File: config.mk
export PLATFORM = sky130hd
export DESIGN_NAME = fetch_buffer
export DESIGN_NICKNAME = d
export VERILOG_FILES = /design/src/rtl/fetch_buffer.sv
export SDC_FILE = /design/constraint.sdc
export NUM_CORES = 1
export LEC_CHECK = 0
export ABC_AREA = 1
export CORE_ASPECT_RATIO = 0.7
export CORE_UTILIZATION = 40
export CTS_CLUSTER_DIAMETER = 150
export DETAILED_ROUTE_END_ITERATION = 8
export HOLD_SLACK_MARGIN = 0.12
export PLACE_DENSITY = 0.58
export SETUP_SLACK_MARGIN = 0.05
export SYNTH_ARGS = -nofsm -noshare
export SYNTH_HDL_FRONTEND = slang
export SYNTH_SLANG_ARGS = --single-unit
File: constraint.sdc
create_clock -name clk -period 4.8 [get_ports clk]
set_input_delay 0.96 -clock clk [delete_from_list [all_inputs] [get_ports clk]]
set_output_delay 0.96 -clock clk [all_outputs]
set_load 0.005 [all_outputs]
File: src/rtl/fetch_buffer.sv
// fetch_buffer: dual-issue instruction queue between fetch and decode.
// Circular buffer of DEPTH entries; up to two enqueues and two dequeues per cycle.
// Optional build macro FETCH_BUF_BYPASS_EN: when the queue is empty, fetch slots
// drive the decode outputs combinationally and only the unconsumed remainder is stored.
module fetch_buffer #(
  parameter int          DEPTH    = 8,
  parameter logic [31:0] RESET_PC = 32'h0001_0000
) (
  input  logic                     clk,
  input  logic                     rst,
  input  logic                     flush,
  input  logic                     enq_valid1,
  input  logic                     enq_valid2,
  input  logic [31:0]              pcF1,
  input  logic [31:0]              pcF2,
  input  logic [31:0]              instrF1,
  input  logic [31:0]              instrF2,
  output logic                     enq_ready,
  input  logic [1:0]               deq_take,
  output logic                     validD1,
  output logic                     validD2,
  output logic [31:0]              pcD1,
  output logic [31:0]              pcD2,
  output logic [31:0]              instrD1,
  output logic [31:0]              instrD2,
  output logic [$clog2(DEPTH):0]   count
);

  localparam int          AW  = $clog2(DEPTH);
  localparam int          CW  = AW + 1;
  localparam logic [31:0] NOP = 32'h0000_0013;
  localparam logic [CW-1:0] READY_MAX = CW'(DEPTH - 2);

  logic [AW-1:0] head_q, head_d;
  logic [AW-1:0] tail_q, tail_d;
  logic [CW-1:0] count_q, count_d;

  logic [31:0] mem_pc    [DEPTH];
  logic [31:0] mem_instr [DEPTH];

  logic [AW-1:0] head_p1, tail_p1;
  logic          bypass;
  logic [1:0]    n_enq, n_avail, deq_eff, wr_cnt;
  logic          out_v1, out_v2;
  logic [31:0]   out_pc1, out_pc2, out_in1, out_in2;
  logic [31:0]   wr_pc1, wr_pc2, wr_in1, wr_in2;

  assign head_p1   = head_q + AW'(1);
  assign tail_p1   = tail_q + AW'(1);
  assign enq_ready = (count_q <= READY_MAX);
  assign count     = count_q;

  // Output selection, dequeue clamping and next-state pointer/count arithmetic.
  always_comb begin
    n_enq = 2'd0;
    if (enq_ready && enq_valid1) n_enq = enq_valid2 ? 2'd2 : 2'd1;

    bypass = 1'b0;
`ifdef FETCH_BUF_BYPASS_EN
    bypass = (count_q == '0) && !flush && !rst;
`endif

    // Storage view by default; valids derived from the registered count.
    out_v1  = !flush && (count_q != '0);
    out_v2  = !flush && (count_q >= CW'(2));
    out_pc1 = mem_pc[head_q];
    out_pc2 = mem_pc[head_p1];
    out_in1 = mem_instr[head_q];
    out_in2 = mem_instr[head_p1];
    if (bypass) begin
      out_v1  = enq_valid1;
      out_v2  = enq_valid1 & enq_valid2;
      out_pc1 = pcF1;
      out_pc2 = pcF2;
      out_in1 = instrF1;
      out_in2 = instrF2;
    end

    n_avail = {1'b0, out_v1} + {1'b0, out_v2};
    deq_eff = (deq_take < n_avail) ? deq_take : n_avail;

    wr_cnt = n_enq;
    wr_pc1 = pcF1;
    wr_pc2 = pcF2;
    wr_in1 = instrF1;
    wr_in2 = instrF2;
    head_d  = head_q + AW'(deq_eff);
    count_d = count_q + CW'(n_enq) - CW'(deq_eff);
    if (bypass) begin
      // Entries consumed straight from the fetch slots never touch storage.
      wr_cnt  = n_enq - deq_eff;
      head_d  = head_q;
      count_d = CW'(wr_cnt);
      if (deq_eff == 2'd1) begin
        wr_pc1 = pcF2;
        wr_in1 = instrF2;
      end
    end
    tail_d = tail_q + AW'(wr_cnt);

    if (flush) begin
      wr_cnt  = 2'd0;
      head_d  = '0;
      tail_d  = '0;
      count_d = '0;
    end

    validD1 = out_v1;
    validD2 = out_v2;
    pcD1    = out_v1 ? out_pc1 : RESET_PC;
    pcD2    = out_v2 ? out_pc2 : RESET_PC;
    instrD1 = out_v1 ? out_in1 : NOP;
    instrD2 = out_v2 ? out_in2 : NOP;
  end

  // Pointer and occupancy registers; reset empties the queue immediately.
  always_ff @(posedge clk or posedge rst) begin
    if (rst) begin
      head_q  <= '0;
      tail_q  <= '0;
      count_q <= '0;
    end else begin
      head_q  <= head_d;
      tail_q  <= tail_d;
      count_q <= count_d;
    end
  end

  // Entry storage; contents are only visible through valid-gated outputs.
  always_ff @(posedge clk) begin
    if (!rst && wr_cnt != 2'd0) begin
      mem_pc[tail_q]    <= wr_pc1;
      mem_instr[tail_q] <= wr_in1;
    end
    if (!rst && wr_cnt == 2'd2) begin
      mem_pc[tail_p1]    <= wr_pc2;
      mem_instr[tail_p1] <= wr_in2;
    end
  end

endmodule

Yosys cells after proc, flatten, opt, wreduce, memory -nomap -nowiden:

Memory sizes are Yosys's and may differ from the RTL's.
Index checks and enable logic that the tools add are counted.

* add/subtract/negate cells: 7
* order comparisons: 3
* eq/ne operators: 1
* mux-type cells: 15
* reductions and logical operators: 9

Operator list (number)
* $mux W32: 4
* $mux W2: 4
* $add A3 B1 Y3 const B: 2
* $add A3 B2 Y3: 2
* $mux W3: 2
* $logic_and A1 B1 Y1: 5
* $add A4 B2 Y4: 1
* $ge A4 B2 Y1 const B: 1
* $le A4 B3 Y1 const B: 1
* $mux W1: 4
* $mux W4: 1
* $reduce_bool A4 Y1: 1
* $sub A4 B2 Y4: 1
* $add A1 B1 Y2: 1
* $eq A2 B2 Y1 const B: 1
* $logic_not A1 Y1: 2
* $lt A2 B2 Y1: 1
* $reduce_bool A2 Y1: 1

* bits in registers: 10
* bits in writable memories: 512
* input port bits: 135
* output and inout port bits: 135
* memories kept: 2

Memory list
* mem_instr: words 8, width 32, rd ports 2, clocked after Yosys merged registers in 0, wr ports 2, RTL line 39 `logic [31:0] mem_instr [DEPTH];`
* mem_pc: words 8, width 32, rd ports 2, clocked after Yosys merged registers in 0, wr ports 2, RTL line 38 `logic [31:0] mem_pc [DEPTH];`

Longest topological paths before layout:

Gate-level depths: netlist (run 1).

* word-level depth: 8
* gate-level depth with buffers: 19
* gate-level depth less buffers: 18

Worst setup path before layout (run 1):

No wires, ideal clock.

* path type: input to register
* start point: input rst
* end point: memory mem_instr[0][0] (enable)
* setup time: 0.424 ns
* arrival: 3.395 ns
* data required time: 4.376 ns
* slack: 0.981 ns
* cell stages on the path: 8
* cell sequence: inv_1 > nand2_4 > nor2_8 > buf_6 > buf_6 > buf_6 > nand4_1 > nand2_1

RTL lines
* start, declared: RTL line 10 `input logic rst,`
* end, declared: RTL line 39

Worst setup path after layout (run 1):

* start point: register head_q[0]
* end point: output pcD2[1]

* word-level cells in the longest chain between the ends: 3

Ends and longest elaborated chain
* start, declared: RTL line 34 `logic [AW-1:0] head_q, head_d;`
* start signal, assigned: RTL line 119 `head_q <= '0;`
* start signal, assigned: RTL line 123 `head_q <= head_d;`
* $add A3 B1 Y3: RTL line 48 `assign head_p1 = head_q + AW'(1);`
* $mem_v2 Z8 W32
* $mux W32: RTL line 111 `pcD2 = out_v2 ? out_pc2 : RESET_PC;`
* end, declared: RTL line 23 `output logic [31:0] pcD2,`

No other way between the ends.

==> impl_metrics.ini, run 1 <==
[status]
outcome = finished, final reports clean

[power_and_ir_drop]
switching_share = 0.456
p_int_mw = 11.6
pwr-share-seq = 0.249
p_sw_mw = 9.74
p_clk_frac = 0.217
total_power_mw = 21.4
p_leak_nw = 16.2
p_comb_frac = 0.535
powerDensity_nw_per_um2 = 538
ir_worst_vdd_mv = 0.641

[floorplan]
dieArea_sq_um = 89900
ios = 270
dieHeight_microns = 251
initial_utilization = 0.408
core.rowCount = 90
coreArea_sq_um = 87000
fp.dieW_microns = 358

[final_layout]
multi_input_area_sq_um = 16000
seqCellArea_sq_um = 15600
syn2layout_area_growth_pct = 12.0
layout-drive-gt1-share = 0.0477
nNetsFinal = 4673
fin_area_sq_um = 39800
fill_cells = 8463

[cts]
clockBufferDepth = 3
clk_latency_ns = 0.65
cts_resized = 0
numCtsBuffers = 57
path_clk_slew_ns = 0.06
clock_sinks = 522
h-tree-depth = 2
postCtsHoldBufs = 0
cts_tree = built
cts-root-buf = clkbuf_16
postCtsSetupBuffers = 0

[placed_design]
io_buffers = 269
gp_congestion = 0.827
dp_hpwl_microns = 78000
placed_cell_area_sq_um = 37800

[synth]
synth-async-reset-ratio = 0.0192
synth_cells = 4667
yosysSeqAreaShare = 0.440
synth_cell_types = 29
synth_fp_nets = 4819
synthMuxAreaShare = 0
synthSimpleGateAreaFrac = 0.309
synth-edff-count = 512
synth_area_leaders = edfxtp_1, nand2_1, nand4_1
synth_top_area_cell = edfxtp_1
synthXorXnorAreaFrac = 0.000458
ys.flop_type = edfxtp_1
synth_top_family_by_area = simple AND/OR/NAND/NOR gates
synth_commonest_cells = nand2_1, nand4_1, edfxtp_1
synth-seq-cells = 522
syn-cell-area_sq_um = 35500
synthAdderAreaFrac = 0.00684
syn_avg_cell_area_sq_um = 7.60
synth_compound_area_frac = 0.127
synth.most_common_cell = nand2_1
yosys_warnings = 0
synth_top_area_frac = 0.433

[worst_setup_path]
crit_chain = ha_4 > inv_6 > buf_12 > a21oi_1 > o21ai_0 > nand2_1 > nand2_1 > nand2_1 > nor2_1 > clkdlybuf4s50_1
slowest_delay_ns = 0.64
cpMostUsedCell = nand2_1
crit_fanout = 46
worstPathRequired_ns = 3.84
crit_type = reg2out
critPathLaunchType = flop
rr_worst_depth = 8
crit_path_end_kind = primary output
worst_path_max_delay_cell = dfrtp_4
crit_arrival_ns = 3.62

[routing]
firstDrtPassIters = 6
drt_iter0_markers = 4274
wl_met1_microns = 59500
wl_met2_microns = 60700
vias = 33800
wirelength_microns = 137000
top_layer = met5
wl_met3_microns = 13700
viasPerCell = 5.90
route.detailed.drc = 0
ant_nets = 0
wl_per_cell_microns = 23.9

[sta]
rsz0062_at_grt = no
fin_setup_tns_ns = 0
worst_pin_slew_ns = 1.20
fin_crit_ns = 4.58
finalHoldViolations = 0
maxSlewHeadroom = 0.198
fin_skew_ns = 0.0250
min_period_over_period = 0.954
setup_violations = 0
clock.fmax_ghz = 0.218
slew_violations = 0

[flow_run]
cap_viol_max_count = 0

[global_route]
grt.overflow.total = 0
grt_usage = 0.295
grt_first_pass_wirelength_microns = 199000
grt_start_max_net_pins = 212
antenna_found_initial = 14
grt_pass1_vias = 30400

[worst_hold_path]
hp-class = in2async
==> state kept, by name, summed over array words and instances, names as in the netlist <==
name       count
head_q         3
tail_q         3
mem_pc       256
mem_instr    256
count          4
==> layout make-up <==
type | instances | area share
antenna | 7 | 0.000441
timing repair buffer | 363 | 0.0957
sequential | 522 | 0.393
clock buffer | 69 | 0.0381
inverter | 262 | 0.0251
tap | 1150 | 0.0362
multi-input combinational | 3315 | 0.402
clock inverter | 36 | 0.00941
==> cell families (layout without fill, tap and decap cells) <==
family,after synthesis,in the layout
flops,522,522
compound gates,783,783
other cells,0,7
fa+ha+maj,17,17
buf+inv,830,730
simple gates,2514,2514
xor+xnor,1,1
==> metrics by stage <==
stage	setup slack [ns]	utilization	instances	hold WS, ns
2_1_floorplan	0.981	-	4667	0.542
4_1_cts	0.184	0.456	5717	0.590
3_3_place_gp	0.726	0.435	5612	0.729
3_5_place_dp	0.676	0.435	5612	0.749
5_1_grt	0.0658	0.457	5722	0.645
6_report	0.220	0.457	5724	0.617
==> placed cells by master (no fill, tap or decap), types with 3 or more instances in the layout <==
master / n
a21oi_1: 300
clkinv_2: 15
nand4_1: 520
dfrtp_4: 3
nor2_4: 8
edfxtp_1: 512
clkbuf_16: 59
clkinv_1: 12
dfrtp_1: 7
buf_12: 32
bufinv_16: 8
o21ai_1: 4
fa_1: 4
clkbuf_1: 10
o211ai_1: 234
diode_2: 7
nand2_1: 1636
nor2_1: 203
nand3_1: 125
ha_1: 12
o21ai_0: 243
clkdlybuf4s50_1: 268
inv_1: 256
nand2_4: 10
nand3_4: 9
buf_4: 62
==> critical path: cells and delay by family, from the launching register on <==
family,cells,cell delay [ns]
AO/OA/AOI/OAI,2,0.16
adder cells (fa/ha/maj),1,0.34
buffers and inverters,3,1.29
flip-flops,1,0.64
AND/OR/NAND/NOR,4,0.52
==> power by group through the flow <==
stage	logic [mW]	registers (mW)	clock network (mW)
final	11.4	5.31	4.63
after global routing	12.4	5.33	4.83
after CTS	11.3	5.31	4.66
after detailed placement	11.2	5.41	0
after global placement	11.2	5.41	0
after floorplan	6.91	5.33	0
==> final timing paths <==
path                                startpoint                      end  slack, ns
setup / recovery           head_q[0]$_DFF_PP0_                  pcD2[1]       0.22
hold / removal                             rst      tail_q[0]$_DFF_PP0_       0.62
hold reg to reg             count[0]$_DFF_PP0_       count[0]$_DFF_PP0_       0.75
max in group asynchronous                  rst      head_q[0]$_DFF_PP0_       4.00
min in group clk            count[0]$_DFF_PP0_       count[0]$_DFF_PP0_       0.75
setup reg to reg           tail_q[0]$_DFF_PP0_  mem_pc[5][29]$_DFFE_PP_       1.42
==> layer usage <==
layer	vias to the layer above	global-route usage
li1	15800	-
met1	16100	0.424
met2	1693	0.452
met3	210	0.0592
met4	12	0.0720
met5	-	0
Note: power is estimated with default switching activity, not from simulation.
==> inputs of run 2 (changes only) <==
- ABC_AREA: 1 -> 0
- CTS_CLUSTER_SIZE: unset -> 20
- PLACE_DENSITY: 0.58 -> 0.59
==> run 2 against run 1 <==
  * Total power shrank 26%
  * Final cell count shrank 38%
  * Sequential power fell by 1%
  * Global-route usage is 3.4 points lower
  * Non-clock buffer count fell by 23
  * Via count down 36%
  * Utilization increased by 1.4 points
  * Sequential cell count did not move
  * Routed wire length down 22%
  * Synthesized cell count decreased by 51%
  * Critical path depth fell by 4
  * Largest cell class is now sequential cells
  * Largest power group unchanged
  * Highest routed layer unchanged
==> impl_metrics.ini, run 2 <==
[sta]
maxSlewHeadroom = 0.0332
whs_ns = 0.751
fin_skew_ns = 0.0303
rsz0062_at_grt = yes
finalHoldViolations = 0
fin_setup_tns_ns = 0
min_period_over_period = 0.979
slew_violations = 0
setup_slack_ns = 0.101
fin_crit_ns = 4.70
clock.fmax_ghz = 0.213
setup_violations = 0
worst_pin_slew_ns = 1.45

[synth]
syn-cell-area_sq_um = 31300
synth-seq-cells = 522
yosysSeqAreaShare = 0.499
synth-async-reset-ratio = 0.0192
synth-edff-count = 512
synth_fp_nets = 2442
yosys_warnings = 0
syn_avg_cell_area_sq_um = 13.7
synth_top_area_frac = 0.491
synth_commonest_cells = mux2_2, edfxtp_1, mux2i_1
synth.most_common_cell = mux2_2
synth_cell_types = 43
synth_area_leaders = edfxtp_1, mux2_2, mux2i_1
ys.flop_type = edfxtp_1
synth_cells = 2290
synth_top_area_cell = edfxtp_1

[final_layout]
final_common_cell = mux2_2
final_util = 0.471
syn2layout_area_growth_pct = 16.0
fin_area_sq_um = 36300
layout-drive-gt1-share = 0.311
nNetsFinal = 2624
finalNonFillerCells = 3543
fill_cells = 6860
final_cell_mix = mux2_2, edfxtp_1, mux2i_1

[floorplan]
ios = 270
coreArea_sq_um = 77200
core.rowCount = 85
initial_utilization = 0.406
dieArea_sq_um = 79500
fp.dieW_microns = 337
dieHeight_microns = 236

[global_route]
grt_first_pass_wirelength_microns = 152000
grt_pass1_vias = 21800
grt_start_max_net_pins = 90
antenna_found_initial = 15
grt.overflow.total = 0
grt_usage = 0.261

[placed_design]
place_inst = 3484
pre_cts_ws_ns = 0.402
placed_cell_area_sq_um = 35400
io_buffers = 269
gp_congestion = 0.814
dp_hpwl_microns = 60200

[status]
outcome = finished, final reports clean

[worst_setup_path]
crit_type = reg2out
crit_arrival_ns = 3.74
crit_fanout = 28
worstPathRequired_ns = 3.84
critPathLaunchType = flop
crit_path_end_kind = primary output

[routing]
ant_nets = 0
wl_per_cell_microns = 30.0
drt_iter0_markers = 1852
viasPerCell = 6.06
firstDrtPassIters = 5
wirelength_microns = 106000
route.detailed.drc = 0
vias = 21500

[cts]
h-tree-depth = 1
clk_latency_ns = 0.64
postCtsHoldBufs = 0
numCtsBuffers = 30
path_clk_slew_ns = 0.10
postCtsSetupBuffers = 0
cts-root-buf = clkbuf_16
clock_sinks = 522
clockBufferDepth = 3
cts_tree = built

[worst_hold_path]
hp-class = reg2reg

[power_and_ir_drop]
ir_worst_vdd_mv = 0.452
p_leak_nw = 11.9
total_power_mw = 15.9
powerDensity_nw_per_um2 = 437

[flow_run]
cap_viol_max_count = 0
-- run 2: cell count changes after synthesis, sizes merged, moves of 191 or more --
cell | previous run | this run
nand2 | 1647 | 184
inv | 262 | 15
o211ai | 234 | 1
buf | 405 | 101
mux2 | 0 | 640
o21ai | 247 | 8
a21oi | 300 | 3
nand4 | 520 | 0
mux2i | 0 | 324
nor2 | 212 | 21
-- run 2: kinds of logic (layout without fill, tap and decap cells) --
family | after synthesis | after routing | synth area share
AND/OR/NAND/NOR | 295 | 295 | 0.0408
adder cells (fa/ha/maj) | 17 | 17 | 0.00775
buffers and inverters | 205 | 411 | 0.0314
multiplexers | 964 | 964 | 0.348
XOR/XNOR | 8 | 8 | 0.00224
other | 0 | 3 | 0
flip-flops | 522 | 522 | 0.499
AO/OA/AOI/OAI | 279 | 279 | 0.0712
-- run 2: repair_timing --
action | CTS | global route
endpoints found under the setup margin | 1 | 12
gates resized for setup | 0 | 2
cloned | 0 | 0
-- run 2: area by class of cell --
class,count,area (sq um),area share
clock inverter,1,20.0,0.000551
clock buffer,55,866,0.0238
antenna,3,7.51,0.000207
timing repair buffer,340,3520,0.0968
inverter,15,56.3,0.00155
multi-input combinational,1563,14900,0.411
sequential,522,15600,0.430
tap,1044,1310,0.0359
-- run 2: critical path: stages, from the launching register on --
cell and delay [ns]:
dfrtp_4 0.57, ha_4 0.56, buf_4 0.48, mux2_2 0.25, o22ai_1 0.07, nor3_1 0.51
clkdlybuf4s50_1 0.63
-- run 2: final timing paths --
check / startpoint / endpoint / slack, ns / depth (start not counted)
hold reg to reg: count[0]$_DFF_PP0_ / count[0]$_DFF_PP0_ / 0.75 / 2
hold / removal: count[0]$_DFF_PP0_ / count[0]$_DFF_PP0_ / 0.75 / 2
setup / recovery: head_q[1]$_DFF_PP0_ / instrD2[19] / 0.10 / 6
max in group asynchronous: rst / head_q[1]$_DFF_PP0_ / 3.64 / 2
setup reg to reg: count[3]$_DFF_PP0_ / count[2]$_DFF_PP0_ / 1.18 / 15
min in group asynchronous: rst / count[3]$_DFF_PP0_ / 0.84 / 2
-- run 2: where the power goes --
part / leakage [nW] / internal, mW / total, mW / switching [mW]
clock: 0.420 / 1.23 / 2.84 / 1.61
combinational: 6.77 / 3.53 / 7.79 / 4.27
sequential: 4.74 / 5.16 / 5.25 / 0.0934
-- run 2: routing by layer --
metal  part of all wire  wire, microns  global-route usage
met4              0.024           2550              0.0624
met5             0.0013            142                   0
met1               0.43          45300               0.351
met3              0.071           7500              0.0458
met2               0.48          50700               0.436
